<file path="src/rtl/clk_div_pkg.sv">
// Shared types and helpers for the multi-channel clock divider.
// Channel state encoding is fixed so debug probes can decode it directly.
package clk_div_pkg;

    typedef enum logic [1:0] {
        StIdle   = 2'd0,
        StRun    = 2'd1,
        StBypass = 2'd2
    } chan_state_e;

    // Length of the high phase for a ~50% duty period: ceil(ratio/2).
    function automatic logic [31:0] ceil_half(input logic [31:0] ratio);
        return (ratio + 32'd1) >> 1;
    endfunction

endpackage

</file>
<file path="src/rtl/clk_div_chan.sv">
// One divider channel: ratio/mode are latched only at period boundaries so a
// reconfiguration never produces a runt pulse on the divided clock.
module clk_div_chan
    import clk_div_pkg::*;
#(
    parameter int unsigned RATIO_WD = 8
) (
    input  logic                i_ref_clk,
    input  logic                i_rst,
    input  logic                i_en,
    input  logic [RATIO_WD-1:0] i_ratio,
    input  logic                i_mode,
    output logic                o_div_clk,
    output logic                o_tick,
    output logic                o_busy
);

    chan_state_e         state_q, state_d;
    logic [RATIO_WD-1:0] cnt_q, cnt_d;
    logic [RATIO_WD-1:0] act_ratio_q, act_ratio_d;
    logic                act_mode_q, act_mode_d;
    logic                div_q, div_d;
    logic                tick_q, tick_d;

    logic [31:0] hi_len;
    logic        boundary;
    logic        do_load;

    assign hi_len   = act_mode_q ? 32'd1 : ceil_half(32'(act_ratio_q));
    assign boundary = (cnt_q == (act_ratio_q - RATIO_WD'(1)));

    always_comb begin
        state_d     = state_q;
        cnt_d       = cnt_q;
        act_ratio_d = act_ratio_q;
        act_mode_d  = act_mode_q;
        div_d       = div_q;
        tick_d      = 1'b0;
        do_load     = 1'b0;

        case (state_q)
            StIdle: begin
                if (i_en) begin
                    do_load = 1'b1;
                end else begin
                    div_d = 1'b0;
                end
            end
            StRun: begin
                if (!boundary) begin
                    cnt_d = cnt_q + RATIO_WD'(1);
                    div_d = ((32'(cnt_q) + 32'd1) < hi_len);
                end else if (i_en) begin
                    do_load = 1'b1;
                end else begin
                    state_d = StIdle;
                    div_d   = 1'b0;
                    cnt_d   = '0;
                end
            end
            StBypass: begin
                // Every reference cycle is a boundary while bypassing.
                if (i_en) begin
                    do_load = 1'b1;
                end else begin
                    state_d = StIdle;
                    div_d   = 1'b0;
                    cnt_d   = '0;
                end
            end
            default: begin
                state_d = StIdle;
                div_d   = 1'b0;
                cnt_d   = '0;
            end
        endcase

        if (do_load) begin
            act_ratio_d = i_ratio;
            act_mode_d  = i_mode;
            cnt_d       = '0;
            tick_d      = 1'b1;
            if (i_ratio >= RATIO_WD'(2)) begin
                state_d = StRun;
                div_d   = 1'b1;
            end else begin
                state_d = StBypass;
                div_d   = 1'b0;
            end
        end
    end

    always_ff @(posedge i_ref_clk) begin
        if (i_rst) begin
            state_q     <= StIdle;
            cnt_q       <= '0;
            act_ratio_q <= '0;
            act_mode_q  <= 1'b0;
            div_q       <= 1'b0;
            tick_q      <= 1'b0;
        end else begin
            state_q     <= state_d;
            cnt_q       <= cnt_d;
            act_ratio_q <= act_ratio_d;
            act_mode_q  <= act_mode_d;
            div_q       <= div_d;
            tick_q      <= tick_d;
        end
    end

    // Bypass passes the reference clock straight through; exit truncates its last high phase.
    assign o_div_clk = div_q | ((state_q == StBypass) & i_ref_clk);
    assign o_tick    = tick_q;
    assign o_busy    = (state_q != StIdle);

endmodule

</file>
<file path="src/rtl/clk_div_multi.sv">
// Multi-channel integer clock divider: NUM_CH independent channels sharing
// one reference clock, each with its own ratio, enable and duty mode.
module clk_div_multi
    import clk_div_pkg::*;
#(
    parameter int unsigned NUM_CH   = 4,
    parameter int unsigned RATIO_WD = 8
) (
    input  logic                       i_ref_clk,
    input  logic                       i_rst,
    input  logic [NUM_CH-1:0]          i_clk_en,
    input  logic [NUM_CH*RATIO_WD-1:0] i_div_ratio,
    input  logic [NUM_CH-1:0]          i_pulse_mode,
    output logic [NUM_CH-1:0]          o_div_clk,
    output logic [NUM_CH-1:0]          o_tick,
    output logic [NUM_CH-1:0]          o_busy
);

    for (genvar k = 0; k < NUM_CH; k++) begin : g_chan
        clk_div_chan #(
            .RATIO_WD(RATIO_WD)
        ) u_chan (
            .i_ref_clk(i_ref_clk),
            .i_rst    (i_rst),
            .i_en     (i_clk_en[k]),
            .i_ratio  (i_div_ratio[k*RATIO_WD +: RATIO_WD]),
            .i_mode   (i_pulse_mode[k]),
            .o_div_clk(o_div_clk[k]),
            .o_tick   (o_tick[k]),
            .o_busy   (o_busy[k])
        );
    end

endmodule

</file>
<file path="config.mk">
export PLATFORM = sky130hd
export DESIGN_NAME = clk_div_multi
export DESIGN_NICKNAME = d
export VERILOG_FILES = /design/src/rtl/clk_div_pkg.sv /design/src/rtl/clk_div_chan.sv /design/src/rtl/clk_div_multi.sv
export SDC_FILE = /design/constraint.sdc
export NUM_CORES = 1
export LEC_CHECK = 0
export ABC_AREA = 1
export ABC_CLOCK_PERIOD_IN_PS = 5550
export BUFFER_PORTS_ARGS = -buffer_cell sky130_fd_sc_hd__buf_2
export CAP_MARGIN = 40
export CORE_MARGIN = 2
export CORE_UTILIZATION = 30
export DETAILED_ROUTE_END_ITERATION = 10
export HOLD_SLACK_MARGIN = 0.03
export MAX_ROUTING_LAYER = met4
export PLACE_DENSITY = 0.53
export SKIP_LAST_GASP = 1
export SYNTH_ARGS = -nofsm -noshare
export SYNTH_HDL_FRONTEND = slang
export SYNTH_SLANG_ARGS = --single-unit
export TNS_END_PERCENT = 20
</file>
<file path="constraint.sdc">
create_clock -name i_ref_clk -period 5.55 [get_ports i_ref_clk]
set_clock_uncertainty 0.1 [all_clocks]
set_input_delay 0.8325 -clock i_ref_clk [delete_from_list [all_inputs] [get_ports i_ref_clk]]
set_output_delay 0.8325 -clock i_ref_clk [all_outputs]
set_load 0.02 [all_outputs]
</file>
# == Word level (Yosys, flattened, before mapping) ==
# Cells that the tools add are included.
# classes
add_sub_neg,16
n_lt_le_gt_ge,8
n_eq_ne,20
n_mux,72
n_bitwise,8
reduce_logical,20
# ops
op,n
$lt 32x32->1,4
$mux 31,4
$pmux 8 s3,4
$add 8x1->9 const B,8
$mux 8,8
$add 8x1->8 const B,4
$eq 8x8->1,4
$ge 8x2->1 const B,4
$mux 2,16
$sub 8x1->8 const B,4
$mux 1,28
$pmux 2 s3,4
$pmux 1 s2,8
$reduce_or 2->1,8
$ne 3x1->1 const B,4
$eq 2x1->1 const B,4
$eq 2x2->1 const B,4
$logic_not 2->1,4
$ne 2x1->1 const B,4
$reduce_and 2->1,4
$reduce_bool 2->1,4
$and 1x1->1,4
$or 1x1->1,4
# word_totals
ff_bits,84
input_bits,42
word_cells,168

# == Logic depth before layout (Yosys ltp) ==
# Gate-level depths: netlist of run 1.
# logic_depth
depth_word,6
ltp_mapped,18

# == By module ==
# Synthesis of run 1 repeated with hierarchy kept, for this count alone.
# hier_totals
hier_cells,1298
hier_area_um2,8159.1
# by_module_without_submodules
mod,instances,cells_each,area_per_inst_um2,seq_area_each_um2
clk_div_chan (g_chan[0].u_chan ...),2,324,2077.0,420.4
clk_div_chan (g_chan[3].u_chan),1,320,2024.4,420.4
clk_div_chan (g_chan[2].u_chan),1,330,1980.6,420.4

==> results of run 1 <==
[critical path, delay by kind of cell]
family / cells / cell delay, ns
buffers and inverters: 4 / 0.57
AO/OA/AOI/OAI: 1 / 0.08
[final cells by class]
class                      instances  area share (%)
tap                              324            5.02
timing repair buffer              49            3.04
clock buffer                      13            3.04
clock inverter                    11            1.55
inverter                         151            7.02
sequential                        84            20.8
multi-input combinational        884            59.5
[per-stage QoR]
stage	power, W	setup WS (ns)
2_1_floorplan	0.000976	1.55
3_3_place_gp	0.00106	1.56
3_5_place_dp	0.00106	1.56
4_1_cts	0.00178	1.16
5_1_grt	0.00186	1.14
6_report	0.00175	1.19
[layer usage]
layer	share of wire, %	global-route usage (%)	vias up	routed length, um
li1	-	-	3781	-
met2	45	24.0	109	8290
met1	50	20.0	3030	9300
met4	1.3	3.44	0	233
met3	3.6	2.89	17	661
met5	0	-	-	0
[synthesized netlist by cell type, types with 2 or more instances]
cell / number / area share [%]
sky130_fd_sc_hd__nand2_4: 3 / 0.46
sky130_fd_sc_hd__nor3_1: 19 / 1.3
sky130_fd_sc_hd__nand3_1: 129 / 8.8
sky130_fd_sc_hd__or4_1: 2 / 0.20
sky130_fd_sc_hd__buf_1: 2 / 0.10
sky130_fd_sc_hd__ha_1: 56 / 9.6
sky130_fd_sc_hd__xnor2_1: 16 / 1.9
sky130_fd_sc_hd__o21bai_1: 8 / 0.82
sky130_fd_sc_hd__nand3_4: 2 / 0.48
sky130_fd_sc_hd__nor2_4: 3 / 0.46
sky130_fd_sc_hd__o21ai_2: 9 / 1.1
sky130_fd_sc_hd__inv_1: 149 / 7.6
sky130_fd_sc_hd__buf_4: 16 / 1.6
sky130_fd_sc_hd__nand2_1: 357 / 18
sky130_fd_sc_hd__buf_6: 4 / 0.61
sky130_fd_sc_hd__inv_2: 3 / 0.15
sky130_fd_sc_hd__a31o_2: 3 / 0.36
sky130_fd_sc_hd__o21ai_1: 3 / 0.20
sky130_fd_sc_hd__o21ai_0: 45 / 3.1
sky130_fd_sc_hd__or2_2: 2 / 0.17
sky130_fd_sc_hd__nor2_1: 64 / 3.3
sky130_fd_sc_hd__nor4_1: 4 / 0.34
sky130_fd_sc_hd__dfxtp_1: 84 / 23
sky130_fd_sc_hd__buf_2: 6 / 0.41
sky130_fd_sc_hd__nand2_2: 3 / 0.26
sky130_fd_sc_hd__nand3b_1: 7 / 0.72
sky130_fd_sc_hd__xor2_1: 33 / 3.9
sky130_fd_sc_hd__o211ai_1: 5 / 0.51
sky130_fd_sc_hd__nand4_1: 19 / 1.6
sky130_fd_sc_hd__a21oi_1: 65 / 4.4
sky130_fd_sc_hd__nand3_2: 3 / 0.41
sky130_fd_sc_hd__and2_0: 2 / 0.17
sky130_fd_sc_hd__nor2_2: 11 / 0.94
sky130_fd_sc_hd__clkbuf_1: 16 / 0.82
[worst paths after layout]
| kind | endpoint | slack [ns] | cells past startpoint | from |
|---|---|---|---|---|
| min | g_chan[2].u_chan.act_ratio_q[3]$_SDFFE_PP0P_ | 0.42 | 2 | g_chan[2].u_chan.act_ratio_q[3]$_SDFFE_PP0P_ |
| max | o_div_clk[3] | 1.19 | 5 | i_ref_clk |
| min reg2reg | g_chan[2].u_chan.act_ratio_q[3]$_SDFFE_PP0P_ | 0.42 | 2 | g_chan[2].u_chan.act_ratio_q[3]$_SDFFE_PP0P_ |
| max reg2reg | g_chan[3].u_chan.state_q[0]$_SDFFE_PP0P_ | 2.97 | 15 | g_chan[3].u_chan.act_ratio_q[0]$_SDFFE_PP0P_ |
[cell families after synthesis]
group                      Yosys count  share of synthesized area (%)
and+or+nand+nor                    638                           39.3
AOI/OAI and AO/OA                  140                           10.7
xor gates and xnor gates            50                           6.08
buffers and inverters              197                           11.4
adders and majority gates           56                           9.56
DFF                                 84                           22.9
[power groups by stage]
stage	clock network [W]	logic, W	registers (W)
2_1_floorplan	0.0000174	0.000295	0.000664
3_3_place_gp	0.0000156	0.000367	0.000674
6_report	0.000723	0.000366	0.000661
3_5_place_dp	0.0000156	0.000369	0.000675
5_1_grt	0.000770	0.000424	0.000665
4_1_cts	0.000745	0.000371	0.000661
[flip-flops by register name (all words and copies together) (netlist names)]
signal and count:
g_chan.u_chan.o_tick 4, g_chan.u_chan.state_q 8, g_chan.u_chan.div_q 4, g_chan.u_chan.act_mode_q 4, g_chan.u_chan.cnt_q 32, g_chan.u_chan.act_ratio_q 32
==> reports/metrics.json, run 1 <==
{
  "synthesis": {
    "synth_seq_cells": 84,
    "yosys_most_used_dff": "sky130_fd_sc_hd__dfxtp_1",
    "synth_seq_area_share_pct": 22.9,
    "synth_area_um2": 7330,
    "asyncSetResetFlopFracSynth_pct": 0,
    "net_count_synth": 1263,
    "average_size_of_a_mapped_cell_um2": 6.29,
    "synthDistinctLibCells": 46,
    "synthesis.yosys.warnings": 0,
    "synthCells": 1165,
    "synth-edff-count": 0
  },
  "pwr": {
    "internal-power_w": 0.00120,
    "total_leakage_power_nw": 3.75,
    "sw_frac_of_total_pct": 31.5,
    "clkPwrFrac_pct": 41.3,
    "switching_power_w": 0.000551,
    "power.share.combinational_pct": 20.9,
    "power_density_nw_per_um2": 217,
    "part_of_the_power_in_registers_pct": 37.8,
    "peakVddDrop_mv": 0.131
  },
  "clock_network": {
    "cts-buffers-inserted": 9,
    "cts.repair_timing.setup_buffer_count": 0,
    "clock_tree_from_tritoncts": "done",
    "source_to_sink_clock_delay_at_the_later_pin_of_the_worst_skew_pair_ns": 0.35,
    "ctsLongestPathBuffers": 2,
    "ctsHoldBuffers": 0,
    "post_cts_resized": 0,
    "path_clk_slew_ns": 0.06,
    "clock_tree_root_buffer_cell": "sky130_fd_sc_hd__clkbuf_16",
    "level_count_of_the_clock_h_tree": 3
  },
  "place": {
    "placed_cell_count": 1497,
    "placed_cell_area_um2": 7730,
    "globalplace.congestion": 0.835,
    "port_buffers": 53,
    "place.detailed.hpwl_mm": 14.8
  },
  "outcome": {
    "outcome": "completed"
  },
  "drt": {
    "route.detailed.drc": 0,
    "vias_per_cell": 4.58,
    "post_detailed_routing_wire_length_mm": 18.5,
    "drt_first_pass_iters": 5,
    "route.vias.total": 6937,
    "detail_route.wl_per_cell_um": 12.2,
    "postRouteAntennaNets": 0,
    "initialDrtViolationCount": 352
  },
  "setup_path": {
    "cpMaxStageDelayCell": "sky130_fd_sc_hd__clkbuf_16",
    "crit_required_ns": 4.62,
    "crit_path_end_kind": "output port",
    "crit_arrival_ns": 3.43,
    "crit_path_start_kind": "clock port",
    "cell_repeated_most_along_the_worst_path": "sky130_fd_sc_hd__clkbuf_16",
    "crit_path_max_incr_delay_ns": 0.18,
    "timing_worst_setup_path_type": "clk2out",
    "crit_path_cell_trace": "clkbuf_16 -> clkbuf_16 -> inv_1 -> o21bai_1 -> buf_2",
    "timing.critical_path.fanout_max": 10
  },
  "timing": {
    "setup-tns-final_ns": 0,
    "finalMaxSlewViolations": 0,
    "max-slew-margin-rel_pct": 59.2,
    "tightest_slew_ns": 0.607,
    "hold_viol_final": 0,
    "fin_worst_hold_slack_ns": 0.418,
    "finalSetupViolations": 0,
    "rsz0062_at_grt": "no"
  },
  "layout": {
    "final.fill_count": 2674,
    "finalCoreUtilization_pct": 33.4,
    "n_antenna_cell": 0,
    "multi_input_area_um2": 4810,
    "mostFrequentLayoutCells": "357 x sky130_fd_sc_hd__nand2_1, 152 x sky130_fd_sc_hd__inv_1, 129 x sky130_fd_sc_hd__nand3_1",
    "ff_latch_area_um2": 1680,
    "synthToLayoutAreaGrowth_pct": 10.2,
    "design_area_um2": 8080,
    "finalNetCount": 1285,
    "drive_gt1_share_pct": 9.65,
    "fin_cells": 1516,
    "layout_commonest_cell": "sky130_fd_sc_hd__nand2_1"
  },
  "global_routing": {
    "grt_antenna_before_repair": 0,
    "grt_pass1_vias": 6483,
    "grt_overflow_total": 0,
    "largest_net_degree_at_the_start_of_global_routing": 27,
    "wire_length_of_the_first_global_routing_pass_mm": 31.5,
    "track_usage_pct": 15.1
  },
  "die": {
    "std_cell_rows": 57,
    "floorplan.die_area_um2": 25700,
    "coreArea_um2": 24200,
    "initial_cell_density_of_the_core_pct": 30.3,
    "design.portCount": 54,
    "die_width_um": 160,
    "die_height_um": 160
  },
  "min_path": {
    "hp-class": "reg2reg"
  },
  "run": {
    "drv.max_cap_violation_count": 0
  }
}
(Power assumes the default switching activity.)
==> run 2: changes to the inputs <==
ABC_AREA = 0   (was 1)
ABC_CLOCK_PERIOD_IN_PS = 3800   (was 5550)
PLACE_DENSITY = 0.55   (was 0.53)
clock period = 3.8 ns   (was 5.55 ns; I/O delays follow)
==> reports/metrics.json, run 2 <==
{
  "outcome": {
    "outcome": "completed"
  },
  "timing": {
    "hold_viol_final": {"value": 0, "change": "unchanged"},
    "tightest_slew": {"value": 0.906, "unit": "ns", "change": "+0.299 ns"},
    "final_period_util_pct": 84.4,
    "finalSetupViolations": {"value": 0, "change": "unchanged"},
    "finalMaxSlewViolations": {"value": 0, "change": "unchanged"},
    "setup-tns-final": {"value": 0, "unit": "ns", "change": "unchanged"},
    "postLayoutSetupSlackWorst": {"value": 0.593, "unit": "ns", "change": "-0.598 ns"},
    "max_clock_freq_mhz": 314,
    "rsz0062_at_grt": "no",
    "max-slew-margin-rel": {"value": 39.5, "unit": "%", "change": "-20 points"},
    "fin_worst_hold_slack": {"value": 0.223, "unit": "ns", "change": "-0.195 ns"},
    "min_period_ns": 3.21
  },
  "die": {
    "die_height": {"value": 154, "unit": "um", "change": "-4.1%"},
    "std_cell_rows": {"value": 54, "change": "-5.3%"},
    "initial_cell_density_of_the_core": {"value": 30.7, "unit": "%", "change": "+0.39 points"},
    "design.portCount": {"value": 54, "change": "unchanged"},
    "coreArea": {"value": 21900, "unit": "um^2", "change": "-9.5%"},
    "die_width": {"value": 154, "unit": "um", "change": "-4.1%"},
    "floorplan.die_area": {"value": 23600, "unit": "um^2", "change": "-8.1%"}
  },
  "place": {
    "port_buffers": {"value": 53, "change": "unchanged"},
    "place.detailed.hpwl": {"value": 11.9, "unit": "mm", "change": "-19%"},
    "detailedPlace.worstSlack": {"value": 0.617, "unit": "ns", "change": "-0.940 ns"},
    "globalplace.congestion": {"value": 0.808, "change": "-3.2%"},
    "placed_cell_area": {"value": 7070, "unit": "um^2", "change": "-8.6%"}
  },
  "layout": {
    "mostFrequentLayoutCells": "84 x sky130_fd_sc_hd__dfxtp_1, 56 x sky130_fd_sc_hd__ha_1, 53 x sky130_fd_sc_hd__buf_2",
    "layout_commonest_cell": "sky130_fd_sc_hd__dfxtp_1",
    "layout_top_registers": "g_chan.u_chan.act_ratio_q x32, g_chan.u_chan.cnt_q x32, g_chan.u_chan.state_q x8",
    "synthToLayoutAreaGrowth_pct": 11.9,
    "finalNetCount": {"value": 912, "change": "-29%"},
    "drive_gt1_share": {"value": 14.2, "unit": "%", "change": "+4.5 points"},
    "design_area": {"value": 7520, "unit": "um^2", "change": "-6.9%"}
  },
  "pwr": {
    "peakVddDrop": {"value": 0.195, "unit": "mV", "change": "+49%"},
    "power_density": {"value": 366, "unit": "nW/um^2", "change": "+69%"},
    "total_leakage_power": {"value": 3.07, "unit": "nW", "change": "-18%"}
  },
  "setup_path": {
    "crit_path_end_kind": "output port",
    "worst-r2r-cell-count": {"value": 8, "change": "-7"},
    "timing.critical_path.fanout_max": {"value": 3, "change": "-7"},
    "crit_path_start_kind": "clock port",
    "crit_required": {"value": 3.13, "unit": "ns", "change": "-1.49 ns"},
    "crit_arrival": {"value": 2.54, "unit": "ns", "change": "-0.89 ns"},
    "timing_worst_setup_path_type": "clk2out"
  },
  "synthesis": {
    "synthDistinctLibCells": {"value": 74, "change": "+61%"},
    "asyncSetResetFlopFracSynth": {"value": 0, "unit": "%", "change": "unchanged"},
    "yosysMostFrequentCell": "sky130_fd_sc_hd__dfxtp_1",
    "average_size_of_a_mapped_cell": {"value": 8.43, "unit": "um^2", "change": "+34%"},
    "synth_seq_area_share": {"value": 25.0, "unit": "%", "change": "+2.1 points"},
    "synth.area.top_cells": "sky130_fd_sc_hd__dfxtp_1 25%, sky130_fd_sc_hd__ha_1 10%, sky130_fd_sc_hd__xnor2_1 6.5%",
    "synth_largest_type_area_fraction": {"value": 25.0, "unit": "%", "change": "+2.1 points"},
    "yosysTopAreaCell": "sky130_fd_sc_hd__dfxtp_1",
    "synth_seq_cells": {"value": 84, "change": "unchanged"},
    "synth-edff-count": {"value": 0, "change": "unchanged"},
    "net_count_synth": {"value": 895, "change": "-29%"},
    "synth_area": {"value": 6720, "unit": "um^2", "change": "-8.3%"},
    "synthesis.yosys.warnings": {"value": 0, "change": "unchanged"},
    "synthCells": {"value": 797, "change": "-32%"},
    "yosys_most_used_dff": "sky130_fd_sc_hd__dfxtp_1",
    "synth_common_cells": "84 x sky130_fd_sc_hd__dfxtp_1, 56 x sky130_fd_sc_hd__ha_1, 50 x sky130_fd_sc_hd__xnor2_1"
  },
  "drt": {
    "postRouteAntennaNets": {"value": 0, "change": "unchanged"},
    "drt_first_pass_iters": {"value": 5, "change": "unchanged"},
    "vias_per_cell": {"value": 5.13, "change": "+12%"},
    "post_detailed_routing_wire_length": {"value": 16.2, "unit": "mm", "change": "-12%"},
    "detail_route.wl_per_cell": {"value": 14.7, "unit": "um", "change": "+21%"},
    "initialDrtViolationCount": {"value": 309, "change": "-12%"},
    "route.detailed.drc": {"value": 0, "change": "unchanged"},
    "route.vias.total": {"value": 5651, "change": "-19%"}
  },
  "clock_network": {
    "source_to_sink_clock_delay_at_the_later_pin_of_the_worst_skew_pair": {"value": 0.46, "unit": "ns", "change": "+0.11 ns"},
    "post_cts_resized": {"value": 0, "change": "unchanged"},
    "cts.repair_timing.setup_buffer_count": {"value": 0, "change": "unchanged"},
    "ctsHoldBuffers": {"value": 0, "change": "unchanged"},
    "path_clk_slew": {"value": 0.06, "unit": "ns", "change": "about the same"},
    "clock_tree_from_tritoncts": "done"
  },
  "global_routing": {
    "wire_length_of_the_first_global_routing_pass": {"value": 27.1, "unit": "mm", "change": "-14%"},
    "grt_pass1_vias": {"value": 5317, "change": "-18%"},
    "grt_overflow_total": {"value": 0, "change": "unchanged"},
    "largest_net_degree_at_the_start_of_global_routing": {"value": 26, "change": "-3.7%"},
    "grt_antenna_before_repair": {"value": 3, "change": "+3"},
    "track_usage": {"value": 14.3, "unit": "%", "change": "-0.86 points"}
  },
  "min_path": {
    "hp-class": "in2reg",
    "worst_hold_path.num_cells": {"value": 2, "change": "unchanged"}
  },
  "run": {
    "drv.max_cap_violation_count": {"value": 0, "change": "unchanged"}
  }
}
## run 2: cell families after synthesis
kind of cell               after synthesis  share of synthesized area (%)
and+or+nand+nor                        288                           24.6
adders and majority gates               56                           10.4
DFF                                     84                           25.0
AOI/OAI and AO/OA                      197                           22.2
xor gates and xnor gates                77                           10.0
muxes                                   11                           1.64
buffers and inverters                   84                           6.09
## run 2: power breakdown
group          switching, W  internal (W)
combinational      0.000252      0.000212
sequential        0.0000673      0.000919
clock              0.000456      0.000845
total              0.000776       0.00198
## run 2: cell type report
type / instances / area [um^2]
Timing Repair Buffer: 54 / 283
Fill cell: 2302 / 14400
Multi-Input combinational cell: 629 / 4630
Inverter: 28 / 105
Clock inverter: 4 / 97.6
Sequential cell: 84 / 1680
Antenna cell: 3 / 7.51
Clock buffer: 19 / 363
Tap cell: 280 / 350
## run 2: per-layer routing
metal,vias to the layer above,global-route usage [%],wire [um]
met5,-,-,0
met4,0,5.16,371
met3,26,4.03,822
met2,112,20.6,7010
met1,2587,19.0,8000
li1,2926,-,-
## run 2: path summary, 6_finish.rpt
check,slack [ns],start,end
worst max-delay path,0.59,i_ref_clk,o_div_clk[0]
worst max register to register,0.62,g_chan[3].u_chan.act_ratio_q[0]$_SDFFE_PP0P_,g_chan[3].u_chan.cnt_q[6]$_SDFFE_PP0N_
worst min register to register,0.41,g_chan[3].u_chan.state_q[0]$_SDFFE_PP0P_,g_chan[3].u_chan.state_q[0]$_SDFFE_PP0P_
worst min-delay path,0.22,i_div_ratio[16],g_chan[2].u_chan.act_ratio_q[0]$_SDFFE_PP0P_
## run 2: critical path: stages
cell and delay (ns):
sky130_fd_sc_hd__clkbuf_16 0.13, sky130_fd_sc_hd__clkbuf_16 0.15, sky130_fd_sc_hd__a21o_1 0.20, sky130_fd_sc_hd__buf_2 0.16
## run 2: through the flow
stage                     std cells  power (W)  util (%)
after floorplan                 797    0.00138         -
after global placement         1079    0.00148      32.3
after detailed placement       1079    0.00148      32.3
after CTS                      1098    0.00281      34.3
after global routing           1101    0.00290      34.3
final                          1101    0.00275      34.3
